==> config.mk <==
export PLATFORM = sky130hd
export DESIGN_NAME = alu_pipe
export DESIGN_NICKNAME = d
export VERILOG_FILES = /design/src/rtl/alu_pipe.sv
export SDC_FILE = /design/constraint.sdc
export NUM_CORES = 1
export LEC_CHECK = 0
export ABC_AREA = 1
export ABC_CLOCK_PERIOD_IN_PS = 1500
export CORE_MARGIN = 2
export CORE_UTILIZATION = 58
export CTS_BUF_LIST = sky130_fd_sc_hd__clkbuf_8
export CTS_CLUSTER_SIZE = 8
export DETAILED_ROUTE_END_ITERATION = 7
export PLACE_DENSITY = 0.81
export SLEW_MARGIN = 40
export SYNTH_ARGS = -nofsm -noshare
export SYNTH_HDL_FRONTEND = slang
export SYNTH_SLANG_ARGS = --single-unit
==> constraint.sdc <==
create_clock -name clk -period 1.5 [get_ports clk]
set_clock_uncertainty 0.2 [all_clocks]
set_input_delay 0.15 -clock clk [delete_from_list [all_inputs] [get_ports clk]]
set_output_delay 0.15 -clock clk [all_outputs]
set_load 0.02 [all_outputs]
==> src/rtl/alu_pipe.sv <==
`default_nettype none
// ============================================================================
// Module   : alu_pipe
// Brief    : Registered ALU with valid/ready handshakes and an optional
//            iterative shift-add multiplier (enabled by `define ALU_MUL_EN).
// Revision : 1.0 - initial release
// ============================================================================
module alu_pipe #(
  parameter int WIDTH = 32,
  parameter int SHW   = $clog2(WIDTH)
) (
  input  logic             clk,
  input  logic             rst_n,
  input  logic             in_valid,
  output logic             in_ready,
  input  logic [WIDTH-1:0] a,
  input  logic [WIDTH-1:0] b,
  input  logic [5:0]       opcode,
  input  logic             carry_in,
  output logic             out_valid,
  input  logic             out_ready,
  output logic [WIDTH-1:0] result,
  output logic             zero,
  output logic             sign,
  output logic             carry,
  output logic             overflow,
  output logic             illegal,
  output logic             busy
);

  localparam logic [5:0] c_OP_ADD   = 6'h00;
  localparam logic [5:0] c_OP_ADC   = 6'h01;
  localparam logic [5:0] c_OP_SUB   = 6'h02;
  localparam logic [5:0] c_OP_SBC   = 6'h03;
  localparam logic [5:0] c_OP_INC   = 6'h04;
  localparam logic [5:0] c_OP_DEC   = 6'h05;
  localparam logic [5:0] c_OP_NEG   = 6'h06;
  localparam logic [5:0] c_OP_AND   = 6'h08;
  localparam logic [5:0] c_OP_OR    = 6'h09;
  localparam logic [5:0] c_OP_XOR   = 6'h0A;
  localparam logic [5:0] c_OP_NOT   = 6'h0B;
  localparam logic [5:0] c_OP_LSL   = 6'h0C;
  localparam logic [5:0] c_OP_LSR   = 6'h0D;
  localparam logic [5:0] c_OP_ASR   = 6'h0E;
  localparam logic [5:0] c_OP_ROL   = 6'h0F;
  localparam logic [5:0] c_OP_ROR   = 6'h10;
  localparam logic [5:0] c_OP_CMP   = 6'h11;
  localparam logic [5:0] c_OP_SLT   = 6'h12;
  localparam logic [5:0] c_OP_SLTU  = 6'h13;
  localparam logic [5:0] c_OP_PASSA = 6'h14;
  localparam logic [5:0] c_OP_PASSB = 6'h15;
  localparam logic [5:0] c_OP_NOP   = 6'h3F;
`ifdef ALU_MUL_EN
  localparam logic [5:0] c_OP_MUL   = 6'h18;
  localparam logic [5:0] c_OP_MULH  = 6'h19;
`endif

  localparam logic [WIDTH-1:0] c_ONE = {{(WIDTH-1){1'b0}}, 1'b1};
  localparam logic [SHW:0]     c_W   = (SHW+1)'(WIDTH);

  logic [WIDTH-1:0] w_x, w_y;
  logic             w_ci, w_sub;
  logic [WIDTH:0]   w_sum;
  logic             w_ovf;
  logic [SHW-1:0]   w_sh;
  logic [SHW:0]     w_rsh;
  logic [WIDTH-1:0] w_res;
  logic             w_c, w_v, w_ill, w_mul;
  logic             w_idle, w_busy, w_accept;

  logic [WIDTH-1:0] r_result;
  logic             r_out_valid, r_zero, r_sign, r_carry, r_ovf, r_ill;

  // Shared adder: subtraction forms route through here so borrow lands on bit WIDTH
  always_comb begin
    w_x   = a;
    w_y   = b;
    w_ci  = 1'b0;
    w_sub = 1'b0;
    case (opcode)
      c_OP_ADC:           w_ci = carry_in;
      c_OP_SUB, c_OP_CMP: w_sub = 1'b1;
      c_OP_SBC: begin
        w_sub = 1'b1;
        w_ci  = carry_in;
      end
      c_OP_INC:           w_y = c_ONE;
      c_OP_DEC: begin
        w_sub = 1'b1;
        w_y   = c_ONE;
      end
      c_OP_NEG: begin
        w_sub = 1'b1;
        w_x   = '0;
        w_y   = a;
      end
      default: ;
    endcase
  end

  assign w_sum = w_sub ? ({1'b0, w_x} - {1'b0, w_y} - {{WIDTH{1'b0}}, w_ci})
                       : ({1'b0, w_x} + {1'b0, w_y} + {{WIDTH{1'b0}}, w_ci});
  assign w_ovf = w_sub ? ((w_x[WIDTH-1] != w_y[WIDTH-1]) && (w_sum[WIDTH-1] != w_x[WIDTH-1]))
                       : ((w_x[WIDTH-1] == w_y[WIDTH-1]) && (w_sum[WIDTH-1] != w_x[WIDTH-1]));

  assign w_sh  = b[SHW-1:0];
  assign w_rsh = c_W - {1'b0, w_sh};

  always_comb begin
    w_res = '0;
    w_c   = 1'b0;
    w_v   = 1'b0;
    w_ill = 1'b0;
    w_mul = 1'b0;
    case (opcode)
      c_OP_ADD, c_OP_ADC, c_OP_SUB, c_OP_SBC,
      c_OP_INC, c_OP_DEC, c_OP_NEG: begin
        w_res = w_sum[WIDTH-1:0];
        w_c   = w_sum[WIDTH];
        w_v   = w_ovf;
      end
      c_OP_AND:   w_res = a & b;
      c_OP_OR:    w_res = a | b;
      c_OP_XOR:   w_res = a ^ b;
      c_OP_NOT:   w_res = ~a;
      c_OP_LSL:   w_res = a << w_sh;
      c_OP_LSR:   w_res = a >> w_sh;
      c_OP_ASR:   w_res = $unsigned($signed(a) >>> w_sh);
      // A right shift by WIDTH yields 0, so rotate-by-0 collapses to a
      c_OP_ROL:   w_res = (a << w_sh) | (a >> w_rsh);
      c_OP_ROR:   w_res = (a >> w_sh) | (a << w_rsh);
      c_OP_CMP: begin
        w_c = w_sum[WIDTH];
        w_v = w_ovf;
      end
      c_OP_SLT:   w_res = {{(WIDTH-1){1'b0}}, ($signed(a) < $signed(b))};
      c_OP_SLTU:  w_res = {{(WIDTH-1){1'b0}}, (a < b)};
      c_OP_PASSA: w_res = a;
      c_OP_PASSB: w_res = b;
      c_OP_NOP:   ;
`ifdef ALU_MUL_EN
      c_OP_MUL, c_OP_MULH: w_mul = 1'b1;
`endif
      default:    w_ill = 1'b1;
    endcase
  end

  assign in_ready = w_idle && (!r_out_valid || out_ready);
  assign w_accept = in_valid && in_ready;

`ifdef ALU_MUL_EN
  localparam logic [0:0] c_ST_IDLE = 1'b0;
  localparam logic [0:0] c_ST_MUL  = 1'b1;
  localparam logic [SHW:0] c_CNT_ONE = {{SHW{1'b0}}, 1'b1};

  logic [0:0]         r_state, w_state_nxt;
  logic [SHW:0]       r_cnt;
  logic [2*WIDTH-1:0] r_acc;
  logic [WIDTH-1:0]   r_mcand;
  logic               r_mulh;
  logic [WIDTH:0]     w_hi_sum;
  logic               w_mul_done;
  logic [WIDTH-1:0]   w_mul_res;
  logic               w_mul_c;

  always_ff @(posedge clk or negedge rst_n) begin
    if (!rst_n) r_state <= c_ST_IDLE;
    else        r_state <= w_state_nxt;
  end

  always_comb begin
    w_state_nxt = r_state;
    case (r_state)
      c_ST_IDLE: if (w_accept && w_mul) w_state_nxt = c_ST_MUL;
      c_ST_MUL:  if (w_mul_done)        w_state_nxt = c_ST_IDLE;
      default:                          w_state_nxt = c_ST_IDLE;
    endcase
  end

  always_comb begin
    w_idle = (r_state == c_ST_IDLE);
    w_busy = (r_state == c_ST_MUL);
  end

  // Accumulator starts as {0, b}; each step conditionally adds a to the high half and shifts right
  assign w_hi_sum   = {1'b0, r_acc[2*WIDTH-1:WIDTH]} +
                      (r_acc[0] ? {1'b0, r_mcand} : {(WIDTH+1){1'b0}});
  assign w_mul_done = (r_state == c_ST_MUL) && (r_cnt == c_W);
  assign w_mul_res  = r_mulh ? r_acc[2*WIDTH-1:WIDTH] : r_acc[WIDTH-1:0];
  assign w_mul_c    = !r_mulh && (r_acc[2*WIDTH-1:WIDTH] != '0);

  always_ff @(posedge clk or negedge rst_n) begin
    if (!rst_n) begin
      r_acc   <= '0;
      r_mcand <= '0;
      r_mulh  <= 1'b0;
      r_cnt   <= '0;
    end else if (w_accept && w_mul) begin
      r_acc   <= {{WIDTH{1'b0}}, b};
      r_mcand <= a;
      r_mulh  <= (opcode == c_OP_MULH);
      r_cnt   <= '0;
    end else if ((r_state == c_ST_MUL) && !w_mul_done) begin
      r_acc   <= {w_hi_sum, r_acc[WIDTH-1:1]};
      r_cnt   <= r_cnt + c_CNT_ONE;
    end
  end
`else
  assign w_idle = 1'b1;
  assign w_busy = 1'b0;
`endif

  always_ff @(posedge clk or negedge rst_n) begin
    if (!rst_n) begin
      r_out_valid <= 1'b0;
      r_result    <= '0;
      r_zero      <= 1'b0;
      r_sign      <= 1'b0;
      r_carry     <= 1'b0;
      r_ovf       <= 1'b0;
      r_ill       <= 1'b0;
    end else if (w_accept && !w_mul) begin
      r_out_valid <= 1'b1;
      r_result    <= w_res;
      r_zero      <= (w_res == '0);
      r_sign      <= w_res[WIDTH-1];
      r_carry     <= w_c;
      r_ovf       <= w_v;
      r_ill       <= w_ill;
`ifdef ALU_MUL_EN
    end else if (w_mul_done) begin
      r_out_valid <= 1'b1;
      r_result    <= w_mul_res;
      r_zero      <= (w_mul_res == '0);
      r_sign      <= w_mul_res[WIDTH-1];
      r_carry     <= w_mul_c;
      r_ovf       <= 1'b0;
      r_ill       <= 1'b0;
`endif
    end else if (out_ready) begin
      r_out_valid <= 1'b0;
    end
  end

  assign out_valid = r_out_valid;
  assign result    = r_result;
  assign zero      = r_zero;
  assign sign      = r_sign;
  assign carry     = r_carry;
  assign overflow  = r_ovf;
  assign illegal   = r_ill;
  assign busy      = w_busy;

endmodule
`default_nettype wire

==> summary.md, run 1 <==
| Metric | Value |
|---|---|
| Status | `aborted with a tool error` |
| Exit stage | `global routing` |
| Err | `[ERROR GRT-0116] Global routing finished with congestion. Check the congestion regions in the DRC Viewer.` |
| Mapped Avg Cell Area | `5.09 um2` |
| Post-synth top cells | `1184 x nand2_1, 681 x nand3_1, 373 x inv_1` |
| Dpl hpwl | `83.5 mm` |
| Yosys top cell area share | `24.6%` |
| Die W | `180 um` |
| Primary FF master, synth | `dfrtp_1` |
| Cts bufs inserted | `5` |
| Unique cell type count in the Yosys netlist | `52` |
| Deepest clock path buffer count | `2` |
| Top post-synthesis cells by area | `nand2_1 25%, nand3_1 19%, ha_1 13%, inv_1 7.8%, nor2_1 7.3%` |
| # H-tree levels | `2` |
| Seq cells post-synth | `37` |
| Post-synthesis sequential area ratio | `5.13%` |
| Vias in the first global route | `39500` |
| Buffers on Ports | `about 110` |
| Synth Warn # | `0` |
| Syn Std Cell Area | `0.0180 mm2` |
| Syn nets | `3813` |
| All-layer global routing usage | `between 90% and 100%` |
| Dominant cell type by area after synthesis | `nand2_1` |
| Asr flop ratio synth | `100%` |
| Clock Root Buffer | `clkbuf_8` |
| Clock sink count | `37` |
| Overflow after GRT | `roughly 1700` |
| Placer Congestion | `1.41` |
| Synthesized instance count | `3545` |
| Post-synth EDFFs | `0` |
| Cell row count | `64` |
| Initial Util | `between 50% and 60%` |
| Most frequent cell after synthesis | `nand2_1` |
| Die Y | `180 um` |
| Largest net degree at the start of global routing | `63` |
| I/O Pins | `115` |
| DP Area | `0.0256 mm2` |
| First-pass GRT wire length | `250 mm` |
[what timing repair did]
item / CTS
setup endpoints to repair: 75
pin swaps: 157
setup buffers: 63
hold buffers: 1
gates cloned: 8
gates resized for setup: 550
hold endpoints to repair: 37
[metal layers]
layer,GRT usage [%],GRT overflow
met5,59.6,17
met4,106,493
met1,90.7,77
met3,84.7,77
met2,114,1084
[stage by stage]
| stage | cells | worst slack [ns] | utilization [%] |
|---|---|---|---|
| after floorplan | 3545 | -1.49 | - |
| after global placement | 4587 | -2.85 | 83.8 |
| after detailed placement | 4587 | -3.07 | 83.8 |
| after CTS | 4661 | -2.00 | 91.2 |
[logic make-up after synthesis]
group / synth area share, %
fa+ha+maj: 13.6
simple gates: 55.4
other cells: 0.0208
flops: 5.13
mux: 0.111
buf+inv: 12.6
xor+xnor: 0.486
compound gates: 12.6
==> run 2, diff against run 1 <==
==> config.mk (replaced) <==
export PLATFORM = sky130hd
export DESIGN_NAME = alu_pipe
export DESIGN_NICKNAME = d
export VERILOG_FILES = /design/src/rtl/alu_pipe.sv
export SDC_FILE = /design/constraint.sdc
export NUM_CORES = 1
export LEC_CHECK = 0
export ABC_AREA = 1
export ABC_CLOCK_PERIOD_IN_PS = 2000
export CORE_MARGIN = 2
export CORE_UTILIZATION = 40
export DETAILED_ROUTE_END_ITERATION = 7
export PLACE_DENSITY_LB_ADDON = 0.15
export SLEW_MARGIN = 40
export SYNTH_ARGS = -nofsm -noshare
export SYNTH_HDL_FRONTEND = slang
export SYNTH_SLANG_ARGS = --single-unit
==> constraint.sdc (replaced) <==
create_clock -name clk -period 2 [get_ports clk]
set_clock_uncertainty 0.2 [all_clocks]
set_input_delay 0.2 -clock clk [delete_from_list [all_inputs] [get_ports clk]]
set_output_delay 0.2 -clock clk [all_outputs]
set_load 0.02 [all_outputs]
==> run 2 against run 1 <==
Compared with the run above: the flow now finishes, with violations (negative setup slack); synthesized cell count unchanged; synthesized area is the same.
==> summary.md, run 2 <==
| Metric | Value |
|---|---|
| Initial Util | `40.7% (-18 points)` |
| Drt pass-1 iters | `8` |
| Die W | `216 um (+20%)` |
| Slew Limit Fails | `0` |
| I/O Pins | `115 (unchanged)` |
| Failing checks | `negative setup slack` |
| RSZ-0062 raised after global routing | `yes` |
| Buffers on Ports | `113 (unchanged)` |
| Drt drc | `0` |
| Seq cells post-synth | `37 (unchanged)` |
| Yosys top cell area share | `24.6% (unchanged)` |
| Overflow after GRT | `0` |
| Largest net degree at the start of global routing | `74` |
| Die Y | `216 um (+20%)` |
| Worst-margin pin slew | `0.890 ns` |
| # H-tree levels | `2 (unchanged)` |
| # fillers | `between 3000 and 4000` |
| Commonest non-fill, non-tap cell in the layout | `nand2_1` |
| Max_cap viols | `0` |
| Dpl hpwl | `98.2 mm (+18%)` |
| Unique cell type count in the Yosys netlist | `52 (unchanged)` |
| Post-synth top cells | `1184 x nand2_1, 681 x nand3_1, 373 x inv_1` |
| Rel. slew slack | `between 40% and 50%` |
| Antenna violations before repair | `5` |
| Pwr Total | `0.0125 W` |
| CTS tree | `built` |
| Achievable frequency | `250 MHz` |
| Worst VDD drop | `0.786 mV` |
| FF/Latch Area | `926 um2` |
| Clock sink count | `37 (unchanged)` |
| Footprint of the multi-input gates | `0.0179 mm2` |
| WP data arrival | `4.01 ns` |
| Final Cycle Share | `200%` |
| Cell row count | `77 (+20%)` |
| Syn Std Cell Area | `0.0180 mm2 (unchanged)` |
| Status | `complete, but fails checks` |
| Vias after detailed routing | `30500` |
| P_leak | `between 15 and 20 nW` |
| CP required | `2.02 ns` |
| Die area | `0.0468 mm2` |
| Hold Path Class | `primary input to async pin` |
| Min Tclk post-route | `3.99 ns` |
| TNS Setup | `-47.68 ns` |
| Post-synth EDFFs | `0 (unchanged)` |
| Via-per-instance ratio | `6.05` |
| Vias in the first global route | `28400` |
| Asr flop ratio synth | `100% (unchanged)` |
| Clock-pin transition on the worst setup and hold timing paths | `0.06 ns` |
| Final Setup Violations | `35` |
| Synthesized instance count | `3545 (unchanged)` |
| Final WS setup | `-1.99 ns` |
| Power per cell area | `413 mW/mm2` |
| Max reg flops | `32` |
| Worst-skew pair later-pin latency | `0.28 ns` |
| Core area | `0.0443 mm2` |
| Cell Count Post-Placement | `4949 (+7.9%)` |
| First-pass GRT wire length | `175 mm` |
| Most frequent cells in the layout | `1064 x nand2_1, 826 x buf_4, 608 x nand3_1, 311 x inv_1, 283 x nor2_1` |
| Routed Antenna Nets | `0` |
| Cts bufs inserted | `5 (unchanged)` |
| DRT Wirelength | `~130 mm` |
| CP Launch Type | `primary input` |
| All-layer global routing usage | `49.9%` |
| Mapped Avg Cell Area | `5.09 um2 (unchanged)` |
| Clock Root Buffer | `clkbuf_16` |
| CP Max Fanout | `8` |
| Kind of critical path | `primary input to register` |
| Placer Congestion | `1.14 (-19%)` |
| Non-Filler Instances | `5040` |
| Synth Warn # | `0 (unchanged)` |
| Layout area overhead | `68.2%` |
| Syn nets | `3813 (unchanged)` |
| Post-synthesis sequential area ratio | `5.13% (unchanged)` |
| Deepest clock path buffer count | `2 (unchanged)` |
| Top post-synthesis cells by area | `nand2_1 25%, nand3_1 19%, ha_1 13%, inv_1 7.8%, nor2_1 7.3%` |
| Most frequent cell after synthesis | `nand2_1` |
| Primary FF master, synth | `dfrtp_1` |
| WL/cell | `25.5 um` |
| Hold Vio Cnt, Final | `0` |
| 1st-iter DRT viols | `4671` |
| Share of layout cells above drive strength 1 | `34.4%` |
| Nets | `between 4000 and 5000` |
| Dominant cell type by area after synthesis | `nand2_1` |
| Endpoint class of the critical path | `register` |
[run 2: worst paths after layout]
check                          start    endpoint  cells after the start  slack [ns]
min in group clk             illegal     illegal                      2        0.28
min reg2reg                  illegal     illegal                      2        0.28
max reg2reg                out_valid    overflow                      8        0.06
min                            rst_n  result[28]                      2        0.21
max in group asynchronous      rst_n  result[17]                      2        1.05
max                        opcode[5]        zero                     26       -1.99
[run 2: metrics by stage]
stage	cell area [um2]	utilization, %	hold slack, ns	worst slack [ns]
4_1_cts	28900	65.1	0.280	-1.52
2_1_floorplan	19500	-	-0.296	-1.04
3_3_place_gp	27200	61.5	0.132	-2.55
6_report	30300	68.4	0.214	-1.99
5_1_grt	30300	68.4	0.266	-2.07
3_5_place_dp	27200	61.5	0.120	-2.57
[run 2: metal layers]
layer	vias up	wire, um	global-route usage, %	part of all wire [%]
met5	-	45	0	0.035
met4	6	14000	37.2	11
li1	13400	-	-	-
met1	14000	45400	59.1	35
met3	851	15600	11.7	12
met2	2248	53400	78.5	42
[run 2: cell families (layout without fill, tap and decap cells)]
group,count (synthesis),in the layout,share of synthesized area (%)
compound gates,400,400,12.6
xor+xnor,10,10,0.486
fa+ha+maj,193,193,13.6
buf+inv,554,1455,12.6
flops,37,37,5.13
mux,2,2,0.111
other cells,1,3,0.0208
simple gates,2348,2348,55.4
[run 2: final cells by class]
type / instances / area share, %
inverter: 392 / 5.02
tap: 592 / 2.44
timing repair buffer: 1055 / 30.0
clock buffer: 5 / 0.413
clock inverter: 3 / 0.0578
sequential: 37 / 3.05
antenna: 2 / 0.0165
multi-input combinational: 2954 / 59.0
[run 2: where the power goes]
| part | leakage [nW] | total [W] | internal, W | switching [W] |
|---|---|---|---|---|
| logic | 15.0 | 0.0108 | 0.00444 | 0.00639 |
| registers | 0.477 | 0.000925 | 0.000853 | 0.0000715 |
| clock network | 0.0696 | 0.000761 | 0.000456 | 0.000305 |
| total | 15.6 | 0.0125 | 0.00575 | 0.00677 |
[run 2: what timing repair did]
action	in CTS	in global routing
hold buffers	1	0
endpoints found under the setup margin	36	36
cloned	2	5
resized for setup	427	275
hold endpoints to repair	37	0
setup buffers	38	47
pin swaps	113	166
[run 2: critical path: stages]
cell       delay [ns]
buf_8            0.10
nor2_4           0.20
nand3_4          0.13
buf_12           0.17
clkbuf_16        0.18
nand2_1          0.09
inv_1            0.08
ha_4             0.27
ha_4             0.31
nand2_4          0.07
nor2_4           0.13
inv_2            0.07
buf_6            0.12
nor2_4           0.14
nand4_1          0.46
nand4_1          0.31
nand3_2          0.12
nand2_2          0.09
nor2_2           0.04
nor2_2           0.15
nand3_2          0.12
nor2_4           0.11
nand2_1          0.07
nor2_1           0.11
nand2_1          0.06
nand2_1          0.06
Note: power is estimated with default switching activity, not from simulation.
